File: src/rtl/cnt_cmp_pkg.sv
// Shared types and default widths for the counter/comparator run sequencer.
package cnt_cmp_pkg;

  localparam int CW_DEF    = 17;
  localparam int NW_DEF    = 16;
  localparam int HW_DEF    = 16;
  localparam int DRAIN_DEF = 2;

  // res_first value reported when a run saw no hit at all
  localparam logic [NW_DEF-1:0] NO_HIT = '1;

  typedef enum logic [2:0] {
    ST_IDLE,
    ST_LOAD,
    ST_RUN,
    ST_DRAIN,
    ST_DONE
  } state_e;

endpackage

File: src/rtl/sat_cnt.sv
// Saturating up-counter with synchronous clear; clear wins over increment.
module sat_cnt #(
  parameter int W = 16
) (
  input  logic         clk_i,
  input  logic         rst_ni,
  input  logic         clr_i,
  input  logic         inc_i,
  output logic [W-1:0] cnt_o
);

  logic [W-1:0] cnt_q, cnt_d;

  // Next count: clear, otherwise step up unless already pinned at all-ones
  always_comb begin
    cnt_d = cnt_q;
    if (clr_i) begin
      cnt_d = '0;
    end else if (inc_i && (cnt_q != '1)) begin
      cnt_d = cnt_q + W'(1);
    end
  end

  // Count register
  always_ff @(posedge clk_i or negedge rst_ni) begin
    if (!rst_ni) begin
      cnt_q <= '0;
    end else begin
      cnt_q <= cnt_d;
    end
  end

  assign cnt_o = cnt_q;

endmodule

File: src/rtl/cnt_cmp_seq.sv
// Run sequencer: loads a compare word, settles, enables the datapath for a
// programmed number of cycles, drains, and reports hit count / first hit.
module cnt_cmp_seq
  import cnt_cmp_pkg::*;
#(
  parameter int CW    = CW_DEF,
  parameter int NW    = NW_DEF,
  parameter int HW    = HW_DEF,
  parameter int DRAIN = DRAIN_DEF
) (
  input  logic          CK,
  input  logic          RN,
  input  logic          start,
  output logic          ready,
  input  logic          abort,
  input  logic [CW-1:0] cfg_c,
  input  logic [NW-1:0] cfg_cycles,
  input  logic [3:0]    cfg_settle,
  output logic          dp_p0,
  output logic [CW-1:0] dp_c,
  input  logic          dp_z,
  output logic          res_valid,
  input  logic          res_ack,
  output logic [HW-1:0] res_hits,
  output logic [NW-1:0] res_first,
  output logic          res_aborted
);

  localparam logic [3:0] DrainLast = 4'(DRAIN - 1);

  state_e        state_q, state_d;
  logic [3:0]    settle_q, settle_d;
  logic [NW-1:0] run_q, run_d;
  logic [3:0]    drain_q, drain_d;
  logic          dpP0_q, dpP0_d;
  logic [CW-1:0] dpC_q, dpC_d;
  logic [NW-1:0] first_q, first_d;
  logic          aborted_q, aborted_d;

  logic          accept;
  logic          sampling;
  logic          hitInc;
  logic [HW-1:0] hitCnt;
  logic [NW-1:0] idxCnt;

  // Next-state logic: phase sequencing, abort handling and first-hit capture
  always_comb begin
    state_d   = state_q;
    settle_d  = settle_q;
    run_d     = run_q;
    drain_d   = drain_q;
    dpC_d     = dpC_q;
    first_d   = first_q;
    aborted_d = aborted_q;
    accept    = 1'b0;
    sampling  = 1'b0;
    case (state_q)
      ST_IDLE: begin
        if (start) begin
          accept    = 1'b1;
          dpC_d     = cfg_c;
          settle_d  = cfg_settle;
          run_d     = cfg_cycles;
          first_d   = '1;
          aborted_d = 1'b0;
          state_d   = ST_LOAD;
        end
      end
      ST_LOAD: begin
        if (abort) begin
          aborted_d = 1'b1;
          drain_d   = DrainLast;
          state_d   = ST_DRAIN;
        end else if (settle_q == 4'd0) begin
          if (run_q == '0) begin
            drain_d = DrainLast;
            state_d = ST_DRAIN;
          end else begin
            state_d = ST_RUN;
          end
        end else begin
          settle_d = settle_q - 4'd1;
        end
      end
      ST_RUN: begin
        sampling = 1'b1;
        run_d    = run_q - NW'(1);
        if (abort) begin
          aborted_d = 1'b1;
          drain_d   = DrainLast;
          state_d   = ST_DRAIN;
        end else if (run_q == NW'(1)) begin
          drain_d = DrainLast;
          state_d = ST_DRAIN;
        end
      end
      ST_DRAIN: begin
        sampling = 1'b1;
        if (drain_q == 4'd0) begin
          state_d = ST_DONE;
        end else begin
          drain_d = drain_q - 4'd1;
        end
      end
      ST_DONE: begin
        if (res_ack) begin
          state_d = ST_IDLE;
        end
      end
      default: begin
        state_d = ST_IDLE;
      end
    endcase
    if (sampling && dp_z && (hitCnt == '0)) begin
      first_d = idxCnt;
    end
  end

  assign hitInc = sampling & dp_z;
  assign dpP0_d = (state_d == ST_RUN);

  // State and result registers; reset drops the enable and returns to idle
  always_ff @(posedge CK or negedge RN) begin
    if (!RN) begin
      state_q   <= ST_IDLE;
      settle_q  <= '0;
      run_q     <= '0;
      drain_q   <= '0;
      dpP0_q    <= 1'b0;
      dpC_q     <= '0;
      first_q   <= '1;
      aborted_q <= 1'b0;
    end else begin
      state_q   <= state_d;
      settle_q  <= settle_d;
      run_q     <= run_d;
      drain_q   <= drain_d;
      dpP0_q    <= dpP0_d;
      dpC_q     <= dpC_d;
      first_q   <= first_d;
      aborted_q <= aborted_d;
    end
  end

  sat_cnt #(.W(HW)) uHits (
    .clk_i  (CK),
    .rst_ni (RN),
    .clr_i  (accept),
    .inc_i  (hitInc),
    .cnt_o  (hitCnt)
  );

  sat_cnt #(.W(NW)) uIndex (
    .clk_i  (CK),
    .rst_ni (RN),
    .clr_i  (accept),
    .inc_i  (sampling),
    .cnt_o  (idxCnt)
  );

  assign ready       = (state_q == ST_IDLE);
  assign res_valid   = (state_q == ST_DONE);
  assign dp_p0       = dpP0_q;
  assign dp_c        = dpC_q;
  assign res_hits    = hitCnt;
  assign res_first   = first_q;
  assign res_aborted = aborted_q;

endmodule

File: config.mk
export PLATFORM = sky130hd
export DESIGN_NAME = cnt_cmp_seq
export DESIGN_NICKNAME = d
export VERILOG_FILES = /design/src/rtl/cnt_cmp_pkg.sv /design/src/rtl/sat_cnt.sv /design/src/rtl/cnt_cmp_seq.sv
export SDC_FILE = /design/constraint.sdc
export NUM_CORES = 1
export LEC_CHECK = 0
export BUFFER_PORTS_ARGS = -buffer_cell sky130_fd_sc_hd__clkbuf_2
export CORE_MARGIN = 1.5
export CORE_UTILIZATION = 55
export CTS_CLUSTER_SIZE = 30
export DETAILED_ROUTE_END_ITERATION = 8
export PLACE_DENSITY_LB_ADDON = 0.08
export SKIP_LAST_GASP = 1
export SYNTH_ARGS = -nofsm -noshare
export SYNTH_HDL_FRONTEND = slang
export SYNTH_HIERARCHICAL = 1
export SYNTH_SLANG_ARGS = --single-unit
File: constraint.sdc
create_clock -name CK -period 3.3 [get_ports CK]
set_input_delay 0.165 -clock CK [delete_from_list [all_inputs] [get_ports CK]]
set_output_delay 0.165 -clock CK [all_outputs]
set_load 0.005 [all_outputs]
==> results.cfg <==
[status]
status = completed

[timing]
setup_viol = 0
max_freq_mhz = 430
fin_crit_sh_pct = 70.5
tns_ns = 0
whs_ns = 0.00650
rsz0062_at_grt = no
period_needed_ns = 2.33
final_hold_viol_count = 0
max_slew_margin_pct = 40.1
tightest_slew_ns = 0.893
slew_violations = 0
skew_ns = 0.0107

[clock_tree]
cts_root_buf = clkbuf_8
clock-sinks = 94
cts_buffers = 9
cts.path.max_buffers = 2
cts_resized = 0
insertion_delay_ns = 0.36
htree_levels = 3
worst_setup_hold_path_clk_slew_ns = 0.09
cts_tree = built

[worst_setup_path]
cp.depth = 5
r2r_cells = 5
crit_required_ns = 3.55
crit_fanout = 19
path_class = reg -> reg
slowest_delay_ns = 0.82
timing.critical_path.from = uHits/cnt_o[0]
critical_path.startpoint_type = flop
slowest_stage = nor4_4
timing.rr.start = uHits/cnt_o[0]
crit_arrival_ns = 2.58
regToRegEndpoint = uHits/cnt_o[11]
ff2ff_setup_slack_ns = 0.97
worstSetupEndpointType = flop
path_cells = ha_1 -> nand4_2 -> nor4_4 -> nor4_1 -> mux2_1
path_delay_family = simple AND/OR/NAND/NOR gates
cp_num_buf_inv = 0
cp-endpoint = uHits/cnt_o[11]

[drt]
vias_per_cell = 5.92
ant_nets = 0
drcViolationCount = 0
vias = 4451
first_pass_iters = 4
first_iter_violations = 157
routed_wl_um = 11800
routedWlPerCell_um = 15.7

[grt]
grtUsageTotal_pct = 25.4
grt_pass1_wl_um = 19900
antenna_found_initial = 0
grt_max_degree = 77
grt_pass1_vias = 4257
overflow = 0

[synth]
synth_cell_types = 57
syn_avg_cell_area_um2 = 9.14
syn-num-nets = 585
synth_edf_count = 0
synth_ff_type = dfrtp_1
ys_ff_latch = 94
syn_inst = 535
synth_area_um2 = 4890
yosys_warnings = 6
synthArstFlopShare_pct = 100
synth_common_cells = nand2_1, dfrtp_1, nor2_1
synth.most_common_cell = nand2_1
synth_top_area_share_pct = 39.9
seq_area_frac_synth_pct = 48.5
synth.largest_area_cell = dfrtp_1
synth_area_leaders = dfrtp_1, dfstp_2, nand2_1

[floorplanning]
core_area_um2 = 8680
fp.dieW_um = 97.3
chipHeight_um = 97.3
ioPinCount = 96
num_rows = 34
die_area_um2 = 9460
initial_utilization_pct = 56.3

[finish]
fillers = 725
utilization_pct = 67.3
area_growth_pct = 19.5
instances_no_fill = 752
multiInputGateArea_um2 = 2310
register_area_um2 = 2370
drive_gt1_share_pct = 24.5
antenna_cells = 0
final_net_count = 689

[power]
peakVddDrop_v = 0.000346
leakagePower_nw = 2.67
powerDensity_nw_per_um2 = 778

[hold_path]
worstHoldPathType = in -> reg

[place]
place_hpwl_um = 7770
gp_congestion = 0.908
dp.cells = 718
io_buffers = 95

[run]
cap_violations = 0
sequential cells by signal, summed over array words and instances (netlist names):
register      flops
state_q           3
res_first        16
uIndex/cnt_o     16
dp_p0             1
dp_c             17
run_q            16
settle_q          4
res_aborted       1
uHits/cnt_o      16
drain_q           4
layer usage:
| metal | global-route usage, % | part of all wire (%) | vias up | wire length [um] |
|---|---|---|---|---|
| li1 | - | - | 2156 | - |
| met1 | 35.3 | 45 | 2168 | 5370 |
| met2 | 41.2 | 49 | 107 | 5750 |
| met3 | 2.81 | 4.1 | 20 | 486 |
| met4 | 10.0 | 1.9 | 0 | 221 |
| met5 | 0 | 0 | - | 0 |
worst min-delay path by stage:
stage | start | end | cells past startpoint
6_report | cfg_cycles[7] | run_q[7] | 2
5_1_grt | cfg_cycles[7] | run_q[7] | 2
4_1_cts | cfg_cycles[7] | run_q[7] | 2
3_5_place_dp | RN | dp_c[10] | 1
3_3_place_gp | RN | dp_c[10] | 1
2_1_floorplan | RN | dp_c[0] | 0
cell usage in the layout, fill, tap and decap left out, drive strengths merged, types with 8 or more instances in the layout:
cell type,count
o21ai,34
dlygate4sd3,18
or4,15
buf,8
mux2,8
inv,20
o31ai,14
nand3,19
nand4,19
clkbuf,106
or3,9
nor2,40
dfstp,16
nor3,9
nand2,98
dfrtp,78
a21oi,34
nor2b,10
nor4,19
per-stage QoR:
stage               total power, mW  setup WS (ns)  instance area (um^2)
floorplan                      3.09          0.997                  4890
global placement               3.63           1.12                  5440
detailed placement             3.71           1.04                  5440
CTS                            4.55          0.993                  5840
global route                   4.90          0.834                  5840
finish                         4.54          0.974                  5840
power breakdown:
| group | internal, mW | switching, mW |
|---|---|---|
| clock network | 0.414 | 0.412 |
| logic | 0.710 | 0.997 |
| registers | 1.63 | 0.375 |
final cells by class:
type,instances,area share [%]
timing repair buffer,120,12.4
multi-input combinational,394,39.6
sequential,94,40.6
clock inverter,4,0.921
inverter,20,1.29
tap,108,2.31
clock buffer,12,2.83
logic make-up after synthesis:
group	Yosys count	share of synthesized area [%]
fa+ha+maj	7	1.79
flops	94	48.5
buf+inv	47	4.12
mux	8	1.84
compound gates	116	15.3
simple gates	262	28.2
xor+xnor	1	0.179
repair_timing:
action / 4_1_cts / 5_1_grt
endpoints found under the setup margin: 0 / 0
hold buffers: 18 / 0
endpoints found under the hold margin: 63 / 0
setup buffers: 0 / 0
(Power assumes the default switching activity.)
